File: src/rtl/count_bcd_scan_display.sv
// Binary-to-BCD converter (sequential double-dabble) feeding a 3-digit multiplexed 7-segment scanner.
// Optional LEADING_ZERO_BLANK_EN blanks leading zero digits unless the latched result overflowed.
`timescale 1ns/1ps
module count_bcd_scan_display #(
    parameter int unsigned SCAN_DIV   = 1000,
    parameter logic [6:0]  BLANK_CODE = 7'b1111111
) (
    input  logic        clk,
    input  logic        reset,
    input  logic [9:0]  count,
    output logic [11:0] bcd,
    output logic        bcd_valid,
    output logic        overflow,
    output logic [6:0]  seg,
    output logic [2:0]  an
);

    typedef enum logic [1:0] {S_IDLE, S_SHIFT, S_DONE} state_e;

    localparam int unsigned  PW        = (SCAN_DIV > 2) ? $clog2(SCAN_DIV) : 1;
    localparam logic [PW-1:0] PRESC_MAX = PW'(SCAN_DIV - 1);

    state_e      state_q, state_d;
    logic [9:0]  bin_q, bin_d;
    // Bit 12 is the thousands digit: it can only ever reach 1, so it doubles as the out-of-range flag.
    logic [12:0] scratch_q, scratch_d;
    logic [3:0]  iter_q, iter_d;
    logic [11:0] bcd_q, bcd_d;
    logic        valid_q, valid_d;
    logic        ovf_q, ovf_d;
    logic [11:0] adj;

    logic [PW-1:0] presc_q, presc_d;
    logic [1:0]    idx_q, idx_d;
    logic [6:0]    seg_q, seg_d;
    logic [2:0]    an_q, an_d;
    logic [3:0]    nib;
    logic          blank;

    function automatic logic [6:0] seg_decode(input logic [3:0] n);
        case (n)
            4'd0:    seg_decode = 7'b1000000;
            4'd1:    seg_decode = 7'b1111001;
            4'd2:    seg_decode = 7'b0100100;
            4'd3:    seg_decode = 7'b0110000;
            4'd4:    seg_decode = 7'b0011001;
            4'd5:    seg_decode = 7'b0010010;
            4'd6:    seg_decode = 7'b0000010;
            4'd7:    seg_decode = 7'b1111000;
            4'd8:    seg_decode = 7'b0000000;
            4'd9:    seg_decode = 7'b0010000;
            default: seg_decode = BLANK_CODE;
        endcase
    endfunction

    // NOTE: state registers use non-blocking assignments so every flop samples pre-edge values.
    always_ff @(posedge clk) begin
        if (!reset) begin
            state_q   <= S_IDLE;
            bin_q     <= '0;
            scratch_q <= '0;
            iter_q    <= '0;
            bcd_q     <= '0;
            valid_q   <= 1'b0;
            ovf_q     <= 1'b0;
            presc_q   <= '0;
            idx_q     <= '0;
            seg_q     <= BLANK_CODE;
            an_q      <= 3'b111;
        end else begin
            state_q   <= state_d;
            bin_q     <= bin_d;
            scratch_q <= scratch_d;
            iter_q    <= iter_d;
            bcd_q     <= bcd_d;
            valid_q   <= valid_d;
            ovf_q     <= ovf_d;
            presc_q   <= presc_d;
            idx_q     <= idx_d;
            seg_q     <= seg_d;
            an_q      <= an_d;
        end
    end

    // NOTE: every combinational output gets a default first so no path infers a latch.
    always_comb begin
        state_d   = state_q;
        bin_d     = bin_q;
        scratch_d = scratch_q;
        iter_d    = iter_q;
        bcd_d     = bcd_q;
        ovf_d     = ovf_q;
        valid_d   = 1'b0;
        adj       = scratch_q[11:0];
        for (int i = 0; i < 3; i++) begin
            if (scratch_q[4*i +: 4] >= 4'd5)
                adj[4*i +: 4] = scratch_q[4*i +: 4] + 4'd3;
        end
        case (state_q)
            S_IDLE: begin
                bin_d     = count;
                scratch_d = '0;
                iter_d    = '0;
                state_d   = S_SHIFT;
            end
            S_SHIFT: begin
                scratch_d = {adj, bin_q[9]};
                bin_d     = {bin_q[8:0], 1'b0};
                iter_d    = iter_q + 4'd1;
                if (iter_q == 4'd9)
                    state_d = S_DONE;
            end
            S_DONE: begin
                bcd_d   = scratch_q[12] ? 12'h999 : scratch_q[11:0];
                ovf_d   = scratch_q[12];
                valid_d = 1'b1;
                state_d = S_IDLE;
            end
            default: state_d = S_IDLE;
        endcase
    end

    always_comb begin
        presc_d = presc_q + PW'(1);
        idx_d   = idx_q;
        if (presc_q == PRESC_MAX) begin
            presc_d = '0;
            idx_d   = (idx_q == 2'd2) ? 2'd0 : idx_q + 2'd1;
        end
        case (idx_q)
            2'd0:    nib = bcd_q[3:0];
            2'd1:    nib = bcd_q[7:4];
            default: nib = bcd_q[11:8];
        endcase
`ifdef LEADING_ZERO_BLANK_EN
        case (idx_q)
            2'd2:    blank = (bcd_q[11:8] == 4'd0);
            2'd1:    blank = (bcd_q[11:8] == 4'd0) && (bcd_q[7:4] == 4'd0);
            default: blank = 1'b0;
        endcase
        blank = blank && !ovf_q;
`else
        blank = 1'b0;
`endif
        seg_d = blank ? BLANK_CODE : seg_decode(nib);
        an_d  = ~(3'b001 << idx_q);
    end

    assign bcd       = bcd_q;
    assign bcd_valid = valid_q;
    assign overflow  = ovf_q;
    assign seg       = seg_q;
    assign an        = an_q;

endmodule

File: config.mk
export PLATFORM = sky130hd
export DESIGN_NAME = count_bcd_scan_display
export DESIGN_NICKNAME = d
export VERILOG_FILES = /design/src/rtl/count_bcd_scan_display.sv
export SDC_FILE = /design/constraint.sdc
export NUM_CORES = 1
export LEC_CHECK = 0
export ABC_AREA = 1
export CORE_MARGIN = 4
export CORE_UTILIZATION = 40
export CTS_CLUSTER_SIZE = 16
export DETAILED_ROUTE_END_ITERATION = 12
export GPL_TIMING_DRIVEN = 0
export PLACE_DENSITY = 0.6
export SLEW_MARGIN = 20
export SYNTH_ARGS = -nofsm -noshare
export SYNTH_HDL_FRONTEND = slang
export SYNTH_SLANG_ARGS = --single-unit
export TNS_END_PERCENT = 50
File: constraint.sdc
create_clock -name clk -period 2.3 [get_ports clk]
set_input_delay 0.345 -clock clk [delete_from_list [all_inputs] [get_ports clk]]
set_output_delay 0.345 -clock clk [all_outputs]
set_load 0.03 [all_outputs]
==> out/results.tsv <==
metric	value	unit
outcome	finished clean	
ys_ff_latch	65	
startpoint	bcd[7]$_SDFFE_PN0P_	
clk_pin_slew_worst_paths	0.07	ns
hold_class	reg -> reg	
r2r_end	seg[3]$_SDFF_PN1_	
io_buffer_count	35	
whs	0.4527	ns
first_pass_iters	4	
antenna_found_initial	0	
p_leak	1.542	nW
period_share	76.42	%
tightest_slew	0.5158	ns
rr_worst_depth	11	
yosysWarnings	0	
start_util	41.18	%
tns	0	ns
min_path_cells	1	
grt_max_degree	11	
place.gp.congestion	0.8066	
period_needed	1.758	ns
critPathCapture	bcd[7]	
first_global_vias	2407	
io_pins	36	
critPathKind	reg -> out	
critPathTopFamily	buffers and inverters	
routed_wirelength	6.392	mm
slowest_delay	0.69	ns
synth_edf_count	0	
critPathMaxFanout	3	
nets	461	
critPathArrivalTime	1.41	ns
synth_flop_cell	dfxtp_1	
required	1.96	ns
cts-root-buf	clkbuf_8	
synth_cell_types	34	
cts_buffers	9	
start_kind	flop	
final_antenna_net_count	0	
drc	0	
cp_slowest_cell	clkdlybuf4s50_1	
synth.area.top_cells	dfxtp_1 (44%), nand2_1 (12%), inv_1 (5.8%)	
synth_top_cell_by_area	dfxtp_1	
grt_first_pass_wirelength	10.94	mm
die_h	94.41	microns
synthesis.instances	391	
wl_per_cell	11.84	microns
drive_gt1_share	9.751	%
irDropWorstVdd	0.0003240	V
hold_violations	0	
die_x	94.41	microns
path_depth	1	
drv_slew	0	
cts.sink_count	65	
dr.first_iter.drc_count	103	
core	0.007253	sq mm
path_cells	clkdlybuf4s50_1	
async_reset_ff_share	0	%
cts_resized	0	
postSynthAreaPerCell	7.638	sq um
cts_tree	built	
maxSlewHeadroom	65.61	%
rr_startpoint	idx_q[1]$_SDFFE_PN0N_	
seq_area_frac_synth	43.57	%
path_buf_inv	1	
skew	0.003330	ns
die_area	0.008913	sq mm
vias	2639	
ff2ff_setup_slack	0.67	ns
synthTopCellsByCount	nand2_1 (98), dfxtp_1 (65), inv_1 (46)	
cap_violations	0	
cts_post_setup_buffers_inserted	0	
hold_buffers	0	
synth_top_area_share	43.57	%
viasPerCell	4.887	
syn-num-nets	415	
globalRouteOverflowTotal	0	
synth_most_common_cell	nand2_1	
rsz0062_at_grt	no	
diodes	0	
htree_levels	3	
setup_viol	0	
pwr_density_cell	634.6	mW/mm^2
critPathCaptureType	output pin	
area_growth	22.92	%
insertion_delay	0.33	ns
clk_path_buf_depth	2	
p_total	2.330	mW
hpwl	4.806	mm
grt_usage	15.58	%
netlist_area	0.002987	sq mm
max_freq	0.5690	GHz
row_count	31	
[through the flow]
| step | std cells | setup slack, ns | util (%) | cell area, sq um |
|---|---|---|---|---|
| 5_1_grt | 540 | 0.4607 | 50.61 | 3671 |
| 2_1_floorplan | 391 | 0.7762 | - | 2987 |
| 3_3_place_gp | 525 | 0.3726 | 47.71 | 3461 |
| 4_1_cts | 540 | 0.5301 | 50.61 | 3671 |
| 3_5_place_dp | 525 | 0.4073 | 47.71 | 3461 |
| 6_report | 540 | 0.5424 | 50.61 | 3671 |
[registers in the layout, indices dropped and copies added, names as in the netlist]
register,flops
bin_q,10
state_q,2
bcd,12
an,3
scratch_q,13
iter_q,4
overflow,1
seg,7
presc_q,10
idx_q,2
bcd_valid,1
[where the power goes]
group          internal (mW)  switching, mW  leakage, nW
logic                 0.0529         0.0731        0.906
clock network          0.633          0.411        0.106
registers               1.15         0.0102        0.530
[layout make-up]
| type | instances | area [sq um] |
|---|---|---|
| repair buffers | 35 | 350.3 |
| flip-flops and latches | 65 | 1301 |
| plain buffers | 13 | 67.56 |
| well taps | 99 | 123.9 |
| clock buffers | 12 | 145.1 |
| clock inverters | 3 | 65.06 |
| inverters | 49 | 183.9 |
| multi-input cells | 264 | 1434 |
| fillers | 747 | 3582 |
[worst min path at each step]
stage / start / to / slack (ns)
2_1_floorplan: presc_q[0]$_SDFF_PP0_ / presc_q[0]$_SDFF_PP0_ / 0.42
5_1_grt: presc_q[0]$_SDFF_PP0_ / presc_q[0]$_SDFF_PP0_ / 0.46
3_3_place_gp: presc_q[0]$_SDFF_PP0_ / presc_q[0]$_SDFF_PP0_ / 0.43
4_1_cts: presc_q[0]$_SDFF_PP0_ / presc_q[0]$_SDFF_PP0_ / 0.46
3_5_place_dp: presc_q[0]$_SDFF_PP0_ / presc_q[0]$_SDFF_PP0_ / 0.45
6_report: presc_q[0]$_SDFF_PP0_ / presc_q[0]$_SDFF_PP0_ / 0.45
[metal layers]
metal | routed length (microns) | track usage [%] | up-vias
met5 | 0 | 0 | -
met4 | 66 | 3.971 | 0
met3 | 317 | 5.259 | 7
met2 | 3050 | 26.18 | 57
met1 | 2957 | 19.18 | 1199
li1 | - | - | 1376
[cell families after synthesis]
family | after synthesis | share of synthesized area [%]
simple gates | 184 | 29.49
compound gates | 67 | 13.20
flops | 65 | 43.57
buf+inv | 62 | 8.421
fa+ha+maj | 12 | 5.027
xor+xnor | 1 | 0.2933
[cell usage in the layout, fill, tap and decap left out, types with 3 or more instances in the layout]
cell type and count:
a21oi_1 31, a22oi_1 5, buf_2 9, clkbuf_8 10
clkdlybuf4s50_1 35, dfxtp_1 65, ha_1 12, inv_1 46
nand2_1 98, nand2_2 3, nand3_1 28, nand4_1 12
nor2_1 24, nor3_1 4, o211ai_1 7, o21ai_0 17
(Power assumes the default switching activity.)
